===== config.mk =====
export PLATFORM = sky130hd
export DESIGN_NAME = if_id_queue
export DESIGN_NICKNAME = d
export VERILOG_FILES = /design/src/rtl/if_id_queue.sv
export SDC_FILE = /design/constraint.sdc
export NUM_CORES = 1
export LEC_CHECK = 0
export ABC_AREA = 1
export ABC_CLOCK_PERIOD_IN_PS = 12500
export CORE_MARGIN = 10
export CORE_UTILIZATION = 40
export DETAILED_ROUTE_END_ITERATION = 8
export PLACE_DENSITY = 0.68
export SLEW_MARGIN = 10
export SYNTH_ARGS = -nofsm -noshare
export SYNTH_HDL_FRONTEND = slang
export SYNTH_SLANG_ARGS = --single-unit

===== constraint.sdc =====
create_clock -name clk -period 12.5 [get_ports clk]
set_input_delay 2.5 -clock clk [delete_from_list [all_inputs] [get_ports clk]]
set_output_delay 2.5 -clock clk [all_outputs]
set_load 0.05 [all_outputs]

===== src/rtl/if_id_queue.sv =====
// IF->ID instruction queue: buffers fetched {pc, pc_plus4, inst} triples and
// hands the oldest one to decode, holding fetch when full and emptying on flush.
module if_id_queue #(
    parameter int InstAddrWidth = 32,
    parameter int InstWidth     = 32,
    parameter int Depth         = 2
) (
    input  logic                     clk,
    input  logic                     rst,
    input  logic                     if_valid,
    input  logic [InstAddrWidth-1:0] if_pc,
    input  logic [InstAddrWidth-1:0] if_pc_plus4,
    input  logic [InstWidth-1:0]     if_inst,
    output logic                     if_hold,
    input  logic                     flush,
    input  logic                     id_ready,
    output logic                     id_valid,
    output logic [InstAddrWidth-1:0] id_pc,
    output logic [InstAddrWidth-1:0] id_pc_plus4,
    output logic [InstWidth-1:0]     id_inst,
    output logic [$clog2(Depth):0]   count
);

    localparam int PtrW   = $clog2(Depth);
    localparam int CntW   = PtrW + 1;
    localparam int EntryW = 2 * InstAddrWidth + InstWidth;
    localparam logic [CntW-1:0] DepthCnt = CntW'(Depth);

    logic [PtrW-1:0]   wr_ptr_q, wr_ptr_d;
    logic [PtrW-1:0]   rd_ptr_q, rd_ptr_d;
    logic [CntW-1:0]   count_q, count_d;
    logic [EntryW-1:0] mem_q [Depth];
    logic [EntryW-1:0] head_s;
    logic              full_s, empty_s, push_s, pop_s;

    // Handshake decode and next-state for pointers and occupancy; flush wins.
    always_comb begin
        full_s   = (count_q == DepthCnt);
        empty_s  = (count_q == {CntW{1'b0}});
        push_s   = if_valid & ~full_s & ~flush;
        pop_s    = ~empty_s & id_ready & ~flush;
        wr_ptr_d = wr_ptr_q;
        rd_ptr_d = rd_ptr_q;
        count_d  = count_q;
        if (flush) begin
            wr_ptr_d = {PtrW{1'b0}};
            rd_ptr_d = {PtrW{1'b0}};
            count_d  = {CntW{1'b0}};
        end else begin
            if (push_s) begin
                wr_ptr_d = wr_ptr_q + PtrW'(1);
            end else begin
                wr_ptr_d = wr_ptr_q;
            end
            if (pop_s) begin
                rd_ptr_d = rd_ptr_q + PtrW'(1);
            end else begin
                rd_ptr_d = rd_ptr_q;
            end
            case ({push_s, pop_s})
                2'b10:   count_d = count_q + CntW'(1);
                2'b01:   count_d = count_q - CntW'(1);
                default: count_d = count_q;
            endcase
        end
    end

    // Control state register.
    always_ff @(posedge clk or negedge rst) begin
        if (!rst) begin
            wr_ptr_q <= {PtrW{1'b0}};
            rd_ptr_q <= {PtrW{1'b0}};
            count_q  <= {CntW{1'b0}};
        end else begin
            wr_ptr_q <= wr_ptr_d;
            rd_ptr_q <= rd_ptr_d;
            count_q  <= count_d;
        end
    end

    // Entry storage is deliberately left unreset; empty reads are masked below.
    always_ff @(posedge clk) begin
        if (push_s) begin
            mem_q[wr_ptr_q] <= {if_pc, if_pc_plus4, if_inst};
        end
    end

    // Head presentation: a NOP bubble of zeros whenever nothing is queued.
    always_comb begin
        head_s   = mem_q[rd_ptr_q];
        if_hold  = full_s;
        id_valid = ~empty_s;
        count    = count_q;
        if (empty_s) begin
            id_pc       = {InstAddrWidth{1'b0}};
            id_pc_plus4 = {InstAddrWidth{1'b0}};
            id_inst     = {InstWidth{1'b0}};
        end else begin
            id_pc       = head_s[EntryW-1 -: InstAddrWidth];
            id_pc_plus4 = head_s[InstWidth +: InstAddrWidth];
            id_inst     = head_s[InstWidth-1:0];
        end
    end

endmodule


==> impl_results.md <==
* Outcome: finished clean
* Post-Syn Nets at 651
* Most common cell after layout, fill and taps aside: clkdlybuf4s50_1
* Leakage at 0.00351 uW
* TritonCTS buffer count at 17
* Final antenna-violating net count at 0
* Max frequency at 152 MHz
* H-tree levels at 4
* Slew at the pin closest to its max-slew limit at 1.11 ns
* Max-cap violations at 0
* Hold Slack at 0.591 ns
* Initial antenna violation count at 0
* CP delay by family, top: buffers and inverters
* Pin count of the biggest net entering global routing at 99
* Final setup viols at 0
* CTS tree: yes
* Clk_lat worst skew at 0.42 ns
* CP Max Fanout at 97
* Cells along the critical path: clkinv_2 > buf_4 > nand2_1 > a21oi_1 > clkdlybuf4s50_1
* Final wirelength at 17800 um
* Layout cells sized above 1 at 0.0674
* Critical path startpoint: rd_ptr_q
* CP max-delay cell: dfrtp_4
* Worst Skew at 0.0101 ns
* Core Region at 18100 um2
* WL/cell at 18.1 um
* Critical R2R Launch: rd_ptr_q
* Syn Std Cell Area at 7430 um2
* Starting Density at 0.411
* # diodes at 0
* Vias at 4770
* Place WS at 6.31 ns
* Nets at 845
* Library cells used by synthesis at 19
* #FFs+latches synth at 196
* Worst setup margin at 5.91 ns
* Worst hold path type: flip-flop to flip-flop
* Width of the die at 156 um
* Critical Path Max Stage Delay at 1.11 ns
* Synth top area share at 0.776
* Row count at 49
* Post-layout min period at 6.59 ns
* Yosys warnings at 0
* Clk root buf: clkbuf_16
* Die height at 156 um
* CTS sink cnt at 196
* Sum of negative setup slack at 0 ns
* Worst-path clk slew at 0.07 ns
* Worst EP required at 10.00 ns
* Seq/Total Area, Yosys at 0.790
* FF/Latch Area at 5870 um2
* Worst setup SP type: flip-flop
* First-pass GRT wire length at 27200 um
* Worst Setup End Kind: primary output
* I/O Pins at 201
* Hold_buf cts at 0
* Drt drc at 0
* Initial drt markers at 224
* IO Port Bufs at 200
* Hold path startpoint: wr_ptr_q
* Slew HR at 0.257
* Setup Fix Bufs, Post-CTS at 0
* Total track usage at 0.142
* HPWL after detailed placement at 11500 um
* Arrival time at the worst endpoint at 4.09 ns
* RSZ-0062 raised after global routing: no
* Most frequent cells in the layout: 200 x clkdlybuf4s50_1, 198 x nand2_1, 192 x edfxtp_1
* CTS Buffer Depth at 2
* Worst IR drop on VDD at 121 uV
* Tcrit/Tclk final at 0.527
* Final Power at 2330 uW
* Mean Syn Cell Area at 13.5 um2
* Detailed Routing Iterations Pass 1 at 4
* Cell count after synthesis at 550
* Fill cells at 1470
* Post-synth top area cell: edfxtp_1
* GP Congestion at 0.792
* Area of the multi-input gates at 1370 um2
* Syn-to-layout area delta at 36.6%
* Top cells by area, synth: edfxtp_1 78%, nand2_1 10%, a21oi_1 6.5%
* Final Hold Fails at 0
* Slew Viols, Final at 0
* Worst path bufs/invs at 3
* Vias in the first global route at 4972
* Total grt overflow at 0
* Critical setup path kind: flip-flop to primary output
* Post-layout util at 0.561
* Pwr dens at 230 nW/um2
* Post-CTS Resized at 0
* Vias per inst at 4.84
* DIE AREA at 24400 um2
-- worst register-to-register path: stages (launching register included) --
cell and delay, ns:
dfrtp_4 1.11, clkinv_2 0.93, buf_4 0.59, o21ai_0 0.31, a21oi_1 0.07
-- cell type report --
cell class,instances,share of cell area
Clock buffer,17,0.0419
Clock inverter,15,0.0122
Inverter,8,0.00308
Multi-Input combinational cell,315,0.135
Sequential cell,196,0.578
Tap cell,229,0.0282
Timing Repair Buffer,206,0.202
-- worst paths after layout --
check,to,slack (ns),cells after the start
setup / recovery,id_inst[15],5.91,5
hold / removal,wr_ptr_q,0.59,1
setup reg to reg,rd_ptr_q,9.34,4
hold reg to reg,wr_ptr_q,0.59,1
max in group asynchronous,rd_ptr_q,9.99,1
min in group asynchronous,rd_ptr_q,2.30,1
-- synthesized netlist by cell type --
cell / number
nand3_1: 4
clkinv_1: 1
clkbuf_1: 4
dfrtp_1: 4
buf_6: 1
nand2_1: 198
inv_1: 4
inv_2: 2
clkinv_2: 1
buf_4: 10
o21ai_1: 1
buf_2: 16
nand3_2: 1
o21ai_0: 3
a21oi_1: 97
nor2_4: 3
nor2_1: 5
nand2_2: 3
edfxtp_1: 192
-- power breakdown --
group          switching (uW)  total (uW)  internal (uW)
logic                     709        1000            294
registers                39.0         824            785
clock network             242         502            261
-- cells by family after synthesis --
logic type / synth area share
simple gates: 0.114
buf+inv: 0.0286
compound gates: 0.0680
flops: 0.790
-- metal layers --
layer | track usage | part of all wire | wire, um
met1 | 0.174 | 0.42 | 7480
met2 | 0.236 | 0.50 | 8880
met3 | 0.0562 | 0.077 | 1380
met4 | 0.0270 | 0.0055 | 98
met5 | 0 | 0 | 0
-- stage by stage --
step / std cells / instance area, um2
finish: 986 / 10100
global route: 986 / 10100
CTS: 986 / 10100
detailed placement: 954 / 9600
global placement: 954 / 9600
floorplan: 550 / 7430
-- sequential cells by signal, summed over array words and instances, names as in the netlist --
signal and count:
mem_q 192, count 2, wr_ptr_q 1, rd_ptr_q 1
(Power assumes the default switching activity.)
